$ cat src/rtl/operand_fetch_stage.sv
// Register-read stage between decode and execute: forwards same-cycle writeback,
// tracks pending destination writes in a scoreboard and stalls on RAW/WAW hazards.
module operand_fetch_stage #(
  parameter int REG_NUMBER    = 32,
  parameter int DATA_WIDTH    = 32,
  parameter int PAYLOAD_WIDTH = 64,
  localparam int AW           = $clog2(REG_NUMBER)
) (
  input  logic                     clk,
  input  logic                     rst,
  input  logic                     inValid,
  output logic                     inReady,
  input  logic [AW-1:0]            inRs1Addr,
  input  logic [AW-1:0]            inRs2Addr,
  input  logic                     inRs1Used,
  input  logic                     inRs2Used,
  input  logic [AW-1:0]            inRdAddr,
  input  logic                     inRdWrite,
  input  logic [PAYLOAD_WIDTH-1:0] inPayload,
  output logic [AW-1:0]            rfRs1Addr,
  output logic [AW-1:0]            rfRs2Addr,
  input  logic [DATA_WIDTH-1:0]    rfRs1Data,
  input  logic [DATA_WIDTH-1:0]    rfRs2Data,
  input  logic                     wbEnable,
  input  logic [AW-1:0]            wbAddr,
  input  logic [DATA_WIDTH-1:0]    wbData,
  output logic                     outValid,
  input  logic                     outReady,
  output logic [DATA_WIDTH-1:0]    outRs1Data,
  output logic [DATA_WIDTH-1:0]    outRs2Data,
  output logic [AW-1:0]            outRdAddr,
  output logic                     outRdWrite,
  output logic [PAYLOAD_WIDTH-1:0] outPayload,
  input  logic                     flush
);

  localparam logic [AW-1:0]         ZERO_ADDR = {AW{1'b0}};
  localparam logic [REG_NUMBER-1:0] ONE_HOT0  = {{(REG_NUMBER-1){1'b0}}, 1'b1};

  logic [REG_NUMBER-1:0] scoreboard;
  logic [REG_NUMBER-1:0] sb_next;
  logic [REG_NUMBER-1:0] clr_mask;
  logic [REG_NUMBER-1:0] set_mask;
  logic                  issue;
  logic                  issue_write;
  logic                  capture;
  logic                  hazard;
  logic [DATA_WIDTH-1:0] op1;
  logic [DATA_WIDTH-1:0] op2;

  // A register is pending if an older write is outstanding and not landing now,
  // or if the instruction leaving this cycle is about to claim it.
  function automatic logic pending(
    input logic [AW-1:0]         r,
    input logic [REG_NUMBER-1:0] sb,
    input logic                  wb_en,
    input logic [AW-1:0]         wb_a,
    input logic                  iss_wr,
    input logic [AW-1:0]         iss_rd
  );
    pending = (r != ZERO_ADDR) &&
              ((sb[r] && !(wb_en && (wb_a == r))) || (iss_wr && (iss_rd == r)));
  endfunction

  function automatic logic [DATA_WIDTH-1:0] select_operand(
    input logic [AW-1:0]         addr,
    input logic                  wb_en,
    input logic [AW-1:0]         wb_a,
    input logic [DATA_WIDTH-1:0] wb_d,
    input logic [DATA_WIDTH-1:0] rf_d
  );
    if (addr == ZERO_ADDR) begin
      select_operand = {DATA_WIDTH{1'b0}};
    end else if (wb_en && (wb_a == addr)) begin
      select_operand = wb_d;
    end else begin
      select_operand = rf_d;
    end
  endfunction

  assign rfRs1Addr = inRs1Addr;
  assign rfRs2Addr = inRs2Addr;

  // Handshake and hazard detection.
  always_comb begin
    issue       = outValid && outReady;
    issue_write = issue && outRdWrite;
    hazard = (inRs1Used && pending(inRs1Addr, scoreboard, wbEnable, wbAddr, issue_write, outRdAddr))
          || (inRs2Used && pending(inRs2Addr, scoreboard, wbEnable, wbAddr, issue_write, outRdAddr))
          || (inRdWrite && pending(inRdAddr,  scoreboard, wbEnable, wbAddr, issue_write, outRdAddr));
    inReady = !flush && !hazard && (!outValid || outReady);
    capture = inValid && inReady;
  end

  // Operand resolution with writeback bypass.
  always_comb begin
    op1 = select_operand(inRs1Addr, wbEnable, wbAddr, wbData, rfRs1Data);
    op2 = select_operand(inRs2Addr, wbEnable, wbAddr, wbData, rfRs2Data);
  end

  // Scoreboard update: set is applied after clear so it wins on a shared address.
  always_comb begin
    clr_mask = (wbEnable && (wbAddr != ZERO_ADDR)) ? (ONE_HOT0 << wbAddr) : {REG_NUMBER{1'b0}};
    set_mask = (issue_write && (outRdAddr != ZERO_ADDR)) ? (ONE_HOT0 << outRdAddr)
                                                         : {REG_NUMBER{1'b0}};
    sb_next  = flush ? {REG_NUMBER{1'b0}} : (((scoreboard & ~clr_mask) | set_mask) & ~ONE_HOT0);
  end

  // Scoreboard register.
  always_ff @(posedge clk or negedge rst) begin
    if (!rst) begin
      scoreboard <= {REG_NUMBER{1'b0}};
    end else begin
      scoreboard <= sb_next;
    end
  end

  // Output holding register: flush kills, capture loads, issue alone empties.
  always_ff @(posedge clk or negedge rst) begin
    if (!rst) begin
      outValid   <= 1'b0;
      outRs1Data <= {DATA_WIDTH{1'b0}};
      outRs2Data <= {DATA_WIDTH{1'b0}};
      outRdAddr  <= ZERO_ADDR;
      outRdWrite <= 1'b0;
      outPayload <= {PAYLOAD_WIDTH{1'b0}};
    end else if (flush) begin
      outValid <= 1'b0;
    end else if (capture) begin
      outValid   <= 1'b1;
      outRs1Data <= op1;
      outRs2Data <= op2;
      outRdAddr  <= inRdAddr;
      outRdWrite <= inRdWrite;
      outPayload <= inPayload;
    end else if (issue) begin
      outValid <= 1'b0;
    end else begin
      outValid <= outValid;
    end
  end

endmodule

$ cat config.mk
export PLATFORM = sky130hd
export DESIGN_NAME = operand_fetch_stage
export DESIGN_NICKNAME = d
export VERILOG_FILES = /design/src/rtl/operand_fetch_stage.sv
export SDC_FILE = /design/constraint.sdc
export NUM_CORES = 1
export LEC_CHECK = 0
export CORE_ASPECT_RATIO = 1.1
export CORE_MARGIN = 5
export CORE_UTILIZATION = 38
export DETAILED_ROUTE_END_ITERATION = 7
export PLACE_DENSITY = 0.7
export SYNTH_ARGS = -nofsm -noshare
export SYNTH_HDL_FRONTEND = slang
export SYNTH_SLANG_ARGS = --single-unit
$ cat constraint.sdc
create_clock -name clk -period 3.3 [get_ports clk]
set_clock_uncertainty 0.15 [all_clocks]
set_input_delay 0.495 -clock clk [delete_from_list [all_inputs] [get_ports clk]]
set_output_delay 0.495 -clock clk [all_outputs]
set_load 0.03 [all_outputs]
After elaboration in Yosys (flattened, before gate mapping)
Cells that the tools add are included.
- bits in registers: 167
- output and inout bits: 146
- word-level logic and storage cells: 81
- $lt $le $gt $ge: 3
- equality and inequality tests: 6
- shift operators: 2
- multiplexer cells: 16
- bitwise logic cells: 4
- reductions and logical operators: 43
- operators with widths (cell ; number):
    32-bit two-way mux ; 7
    1-bit by 5-bit left shift with 32-bit output (first input constant) ; 2
    32-bit AND ; 1
    32-bit NOT ; 1
    32-bit OR ; 1
    5-bit equality test ; 6
    5-bit nonzero test ; 5
    1-bit logical AND ; 22
    5-bit by 6-bit less-than comparator with 1-bit output (second input constant) ; 3
    1-bit binary-select mux with 5-bit select ; 3
    5-bit logical NOT ; 2
    1-bit logical NOT ; 6
    1-bit logical OR ; 6
    1-bit two-way mux ; 6
    3-bit nonzero test ; 1
    2-bit AND reduction ; 1
    1-bit NOT ; 1

Depth between registers and ports, before layout
- depth after elaboration: 15
- gate-level depth with buffers: 12
- gate-level depth less buffers: 7

Worst setup path after synthesis
Ideal clock, no wire load.
- path type: input to register
- start point: input inRdAddr[0]
- end point: register outRs1Data[0]
- setup time: 0.125 ns
- data arrival time: 2.818 ns
- data required time: 3.025 ns
- path slack: 0.207 ns
- cell stages on the path: 11
- cell sequence: clkbuf_1 -> mux4_2 -> mux2i_1 -> nor2_1 -> o31ai_1 -> o2111ai_2 -> nor3b_2 -> buf_6 -> buf_8 -> buf_12 -> mux2_4
- cells in the longest elaborated chain, start to end: 13
- elaborated cells on any way between the ends: 18
- RTL lines (what ; RTL line ; RTL):
    start, declared ; 17 ; input logic [AW-1:0] inRdAddr,
    parallel branches: the longest is 5 deep, another holds 1-bit binary-select mux with 5-bit select ; - ;
    1-bit logical AND (*) ; 61 ; pending = (r != ZERO_ADDR) &&
    1-bit logical AND (*) ; 90 ; || (inRdWrite && pending(inRdAddr, scoreboard, wbEnable, wbAddr, issue_write, outRdAddr));
    1-bit logical OR (*) ; 90 ;
    1-bit logical NOT (*) ; 91 ; inReady = !flush && !hazard && (!outValid || outReady);
    1-bit logical AND (*) (2 in a row) ; 91 ;
    1-bit logical AND (*) ; 92 ; capture = inValid && inReady;
    2-bit AND reduction (no source line) (*) ; - ;
    end signal, assigned ; 122 ; outRs1Data <= {DATA_WIDTH{1'b0}};
    end signal, assigned ; 131 ; outRs1Data <= op1;
    end, declared ; 29 ; output logic [DATA_WIDTH-1:0] outRs1Data,
Every way passes the cells marked *. The select of a mux whose other input is x is not followed.
A chain may end at the register's enable or synchronous reset.

Final worst setup path
- start point: input inRs2Addr[0]
- end point: register outPayload[58]
- cells in the longest elaborated chain, start to end: 14
- elaborated cells on any way between the ends: 19
- RTL lines (what ; RTL line ; RTL):
    start, declared ; 14 ; input logic [AW-1:0] inRs2Addr,
    parallel branches: the longest is 5 deep, another holds 1-bit binary-select mux with 5-bit select ; - ;
    1-bit logical AND (*) ; 61 ;
    1-bit logical AND (*) ; 89 ; || (inRs2Used && pending(inRs2Addr, scoreboard, wbEnable, wbAddr, issue_write, outRdAddr))
    1-bit logical OR (*) ; 89 ;
    1-bit logical OR (*) ; 90 ;
    1-bit logical NOT (*) ; 91 ;
    1-bit logical AND (*) (2 in a row) ; 91 ;
    1-bit logical AND (*) ; 92 ;
    2-bit AND reduction (no source line) (*) ; - ;
    end signal, assigned ; 126 ; outPayload <= {PAYLOAD_WIDTH{1'b0}};
    end signal, assigned ; 135 ; outPayload <= inPayload;
    end, declared ; 33 ; output logic [PAYLOAD_WIDTH-1:0] outPayload,
Marks and branches as above.

==> results.py <==
metrics = {
    "cts": {
        "cts_root_buffer": "clkbuf_16",
        "clk_pin_slew_ns": 0.08,
        "htree_levels": 4,
        "clk_latency_ns": 0.42,
        "cts_tree": "done",
        "numClockSinks": 166,
        "cts-buffers-inserted": 17,
        "clockBufferDepth": 2,
    },
    "setup_path": {
        "end_kind": "flop",
        "required_ns": 3.46,
        "crit_path_max_fanout": 7,
        "worstSetupPathType": "in2reg",
        "regToRegStartpoint": "scoreboard[13]$_DFF_PN0_",
        "worstSetupStartpoint": "inRs2Addr[0]",
        "cp-endpoint": "outPayload[58]$_DFFE_PN0P_",
        "critPathArrivalTime_ns": 3.42,
        "critPathLaunchType": "input pin",
        "r2r-end": "outPayload[58]$_DFFE_PN0P_",
        "r2r.worst_path.cells": 11,
        "r2r_slack_ns": 0.07,
    },
    "synthesis": {
        "synth_compound_area_share_pct": 5.379,
        "synth_xor_area_share_pct": 2.911,
        "synth_commonest_cells": "dfrtp_1, mux2_2, nor2_1",
        "seq_area_frac_synth_pct": 46.03,
        "synth.most_common_cell": "dfrtp_1",
        "synth_top_family_by_area": "multiplexers",
        "yosysUniqueCellTypes": 51,
        "synth.top_cell.area_share_pct": 46.03,
        "synthMuxAreaShare_pct": 31.93,
        "yosys_warnings": 0,
        "synth_top_cell_by_area": "dfrtp_1",
        "ys_ff_latch": 166,
        "syn_area_per_cell_um2": 12.03,
        "synth_edf_count": 0,
        "synthSimpleGateAreaFrac_pct": 8.998,
        "synth_cells": 750,
        "synth_fa_ha_area_share_pct": 0,
        "synth.area.top_cells": "dfrtp_1, mux2_2, mux2_4, mux2i_1, mux4_2",
        "netlist_area_um2": 9025,
        "ys.flop_type": "dfrtp_1",
        "synthArstFlopShare_pct": 100.0,
        "syn_nets": 939,
    },
    "placement": {
        "post-dp-hpwl_um": 24180,
        "place.gp.congestion": 0.9521,
        "post_dp_cell_area_um2": 13020,
        "io_buffers": 334,
    },
    "final_layout": {
        "layout-drive-gt1-share_pct": 26.68,
        "multi_input_area_um2": 4551,
        "regArea_um2": 4154,
        "area_delta_synth_final_pct": 55.62,
        "nNetsFinal": 1319,
        "n_fill_cell": 1947,
        "stdcell_area_um2": 14040,
    },
    "global_route": {
        "grt_pass1_wl_um": 46960,
        "grt_pass1_vias": 8082,
        "grt.overflow.total": 0,
        "grt_max_degree": 78,
        "antenna_found_initial": 2,
        "grt_use_total_pct": 22.70,
    },
    "floorplanning": {
        "fp.dieW_um": 156.9,
        "start_util_pct": 38.32,
        "core_um2": 23550,
        "die_h_um": 171.6,
        "io_pins": 335,
        "rows": 59,
        "dieArea_um2": 26930,
    },
    "pwr": {
        "vdd_ir_drop_max_uv": 357.9,
        "p_leak_uw": 0.005775,
        "power_density_nw_per_um2": 575.8,
    },
    "sta": {
        "fmax_mhz": 306.6,
        "finalSetupViolCount": 0,
        "slew_violations": 0,
        "finalHoldViolations": 0,
        "layout_min_cycle_time_ns": 3.261,
        "tightestPinTransition_ns": 0.7568,
        "period_share_pct": 98.82,
        "max_slew_margin_pct": 49.54,
        "tns_ns": 0,
    },
    "flow_run": {
        "drv_cap": 0,
    },
    "detailed_routing": {
        "viasPerCell": 5.325,
        "first_pass_iters": 5,
        "drtAntennaViolNets": 0,
        "wl_per_cell_um": 22.57,
        "drt_iter0_markers": 484,
        "wirelength_um": 32710,
        "vias": 7716,
        "route.detailed.drc": 0,
    },
    "hold_path": {
        "hold_class": "reg2reg",
    },
    "run_status": {
        "outcome": "finished, final reports clean",
    },
}
## final cells by class
cell class / instances / share of cell area (%)
Inverter: 2 / 0.05345
Multi-Input combinational cell: 513 / 32.40
Antenna cell: 1 / 0.01782
Clock inverter: 15 / 1.247
Clock buffer: 17 / 3.029
Sequential cell: 166 / 29.58
Timing Repair Buffer: 430 / 30.96
Tap cell: 305 / 2.717
## power breakdown
group | switching (uW) | total, uW | internal [uW]
sequential | 281 | 2750 | 2470
clock | 976 | 2010 | 1030
combinational | 1720 | 3330 | 1610
total | 2970 | 8090 | 5110
## registers in the layout, summed over array words and instances, names as in the netlist
signal,count
outValid,1
scoreboard,31
outPayload,64
outRs2Data,32
outRdWrite,1
outRs1Data,32
outRdAddr,5
## cells in the final DEF, fill, tap and decap left out, types with 3 or more instances in the layout
cell,instances
mux2_2,89
xor2_1,19
clkinv_8,4
dfrtp_1,166
nand3_1,8
nand4_1,3
and3_1,4
nor4_1,4
nor3_1,3
buf_12,7
a21oi_1,32
or4_1,3
mux4_1,3
mux2i_1,70
clkdlybuf4s50_1,324
nor2b_1,9
and3b_1,3
mux2_4,49
nor3b_1,5
dlygate4sd2_1,4
inv_6,4
clkbuf_16,22
nand2_1,41
buf_4,70
nand2b_1,3
xnor2_1,11
nor2_1,70
inv_8,4
buf_6,12
mux4_2,16
o21ai_0,31
## worst min-delay path by stage
stage | start | end | slack, ns | cells after the start
global placement | outPayload[38]$_DFFE_PN0P_ | outPayload[38]$_DFFE_PN0P_ | 0.34 | 1
floorplan | rst | outPayload[0]$_DFFE_PN0P_ | 0.05 | 0
global route | outPayload[40]$_DFFE_PN0P_ | outPayload[40]$_DFFE_PN0P_ | 0.37 | 1
finish | outPayload[52]$_DFFE_PN0P_ | outPayload[52]$_DFFE_PN0P_ | 0.36 | 1
CTS | outPayload[40]$_DFFE_PN0P_ | outPayload[40]$_DFFE_PN0P_ | 0.36 | 1
detailed placement | outPayload[61]$_DFFE_PN0P_ | outPayload[61]$_DFFE_PN0P_ | 0.34 | 1
## metrics by stage
stage	power, uW	cells	utilization [%]	worst slack [ns]	hold slack, ns
2_1_floorplan	4476	750	-	0.2068	0.04941
3_3_place_gp	6004	1397	55.28	-0.4444	0.3392
3_5_place_dp	6043	1397	55.28	-0.4897	0.3444
4_1_cts	8101	1435	58.32	0.03252	0.3609
5_1_grt	8442	1449	59.64	-0.01537	0.3667
6_report	8088	1449	59.64	0.03895	0.3583
## worst max-delay path, stage by stage
cell             delay [ns]
clkdlybuf4s15_2        0.22
buf_12                 0.13
mux4_2                 0.51
mux2_2                 0.31
a21oi_2                0.14
a2111o_1               0.15
o2111ai_2              0.15
buf_4                  0.18
nor3b_4                0.29
buf_12                 0.17
clkbuf_16              0.17
clkbuf_16              0.16
mux2_2                 0.33
## logic make-up after synthesis
group | count (synthesis)
AOI/OAI and AO/OA | 83
xor gates and xnor gates | 30
buffers and inverters | 71
DFF | 166
muxes | 227
and+or+nand+nor | 173
## layer usage
| layer | vias up | wire, um | track usage (%) | part of all wire, % |
|---|---|---|---|---|
| li1 | 3437 | - | - | - |
| met1 | 3819 | 12570 | 28.32 | 38 |
| met2 | 395 | 16210 | 37.27 | 50 |
| met3 | 63 | 2936 | 7.247 | 9.0 |
| met4 | 2 | 981 | 7.925 | 3.0 |
| met5 | - | 13 | 0 | 0.040 |
## what timing repair did
| item | in CTS | in global routing |
|---|---|---|
| buffers inserted | 5 | 6 |
| pin swaps | 5 | 8 |
| resized for setup | 18 | 24 |
| hold buffers | 1 | 0 |
| setup endpoints to repair | 78 | 131 |
| gates cloned | 1 | 7 |
| endpoints found under the hold margin | 19 | 0 |
Power figures use the tool's default switching activity.
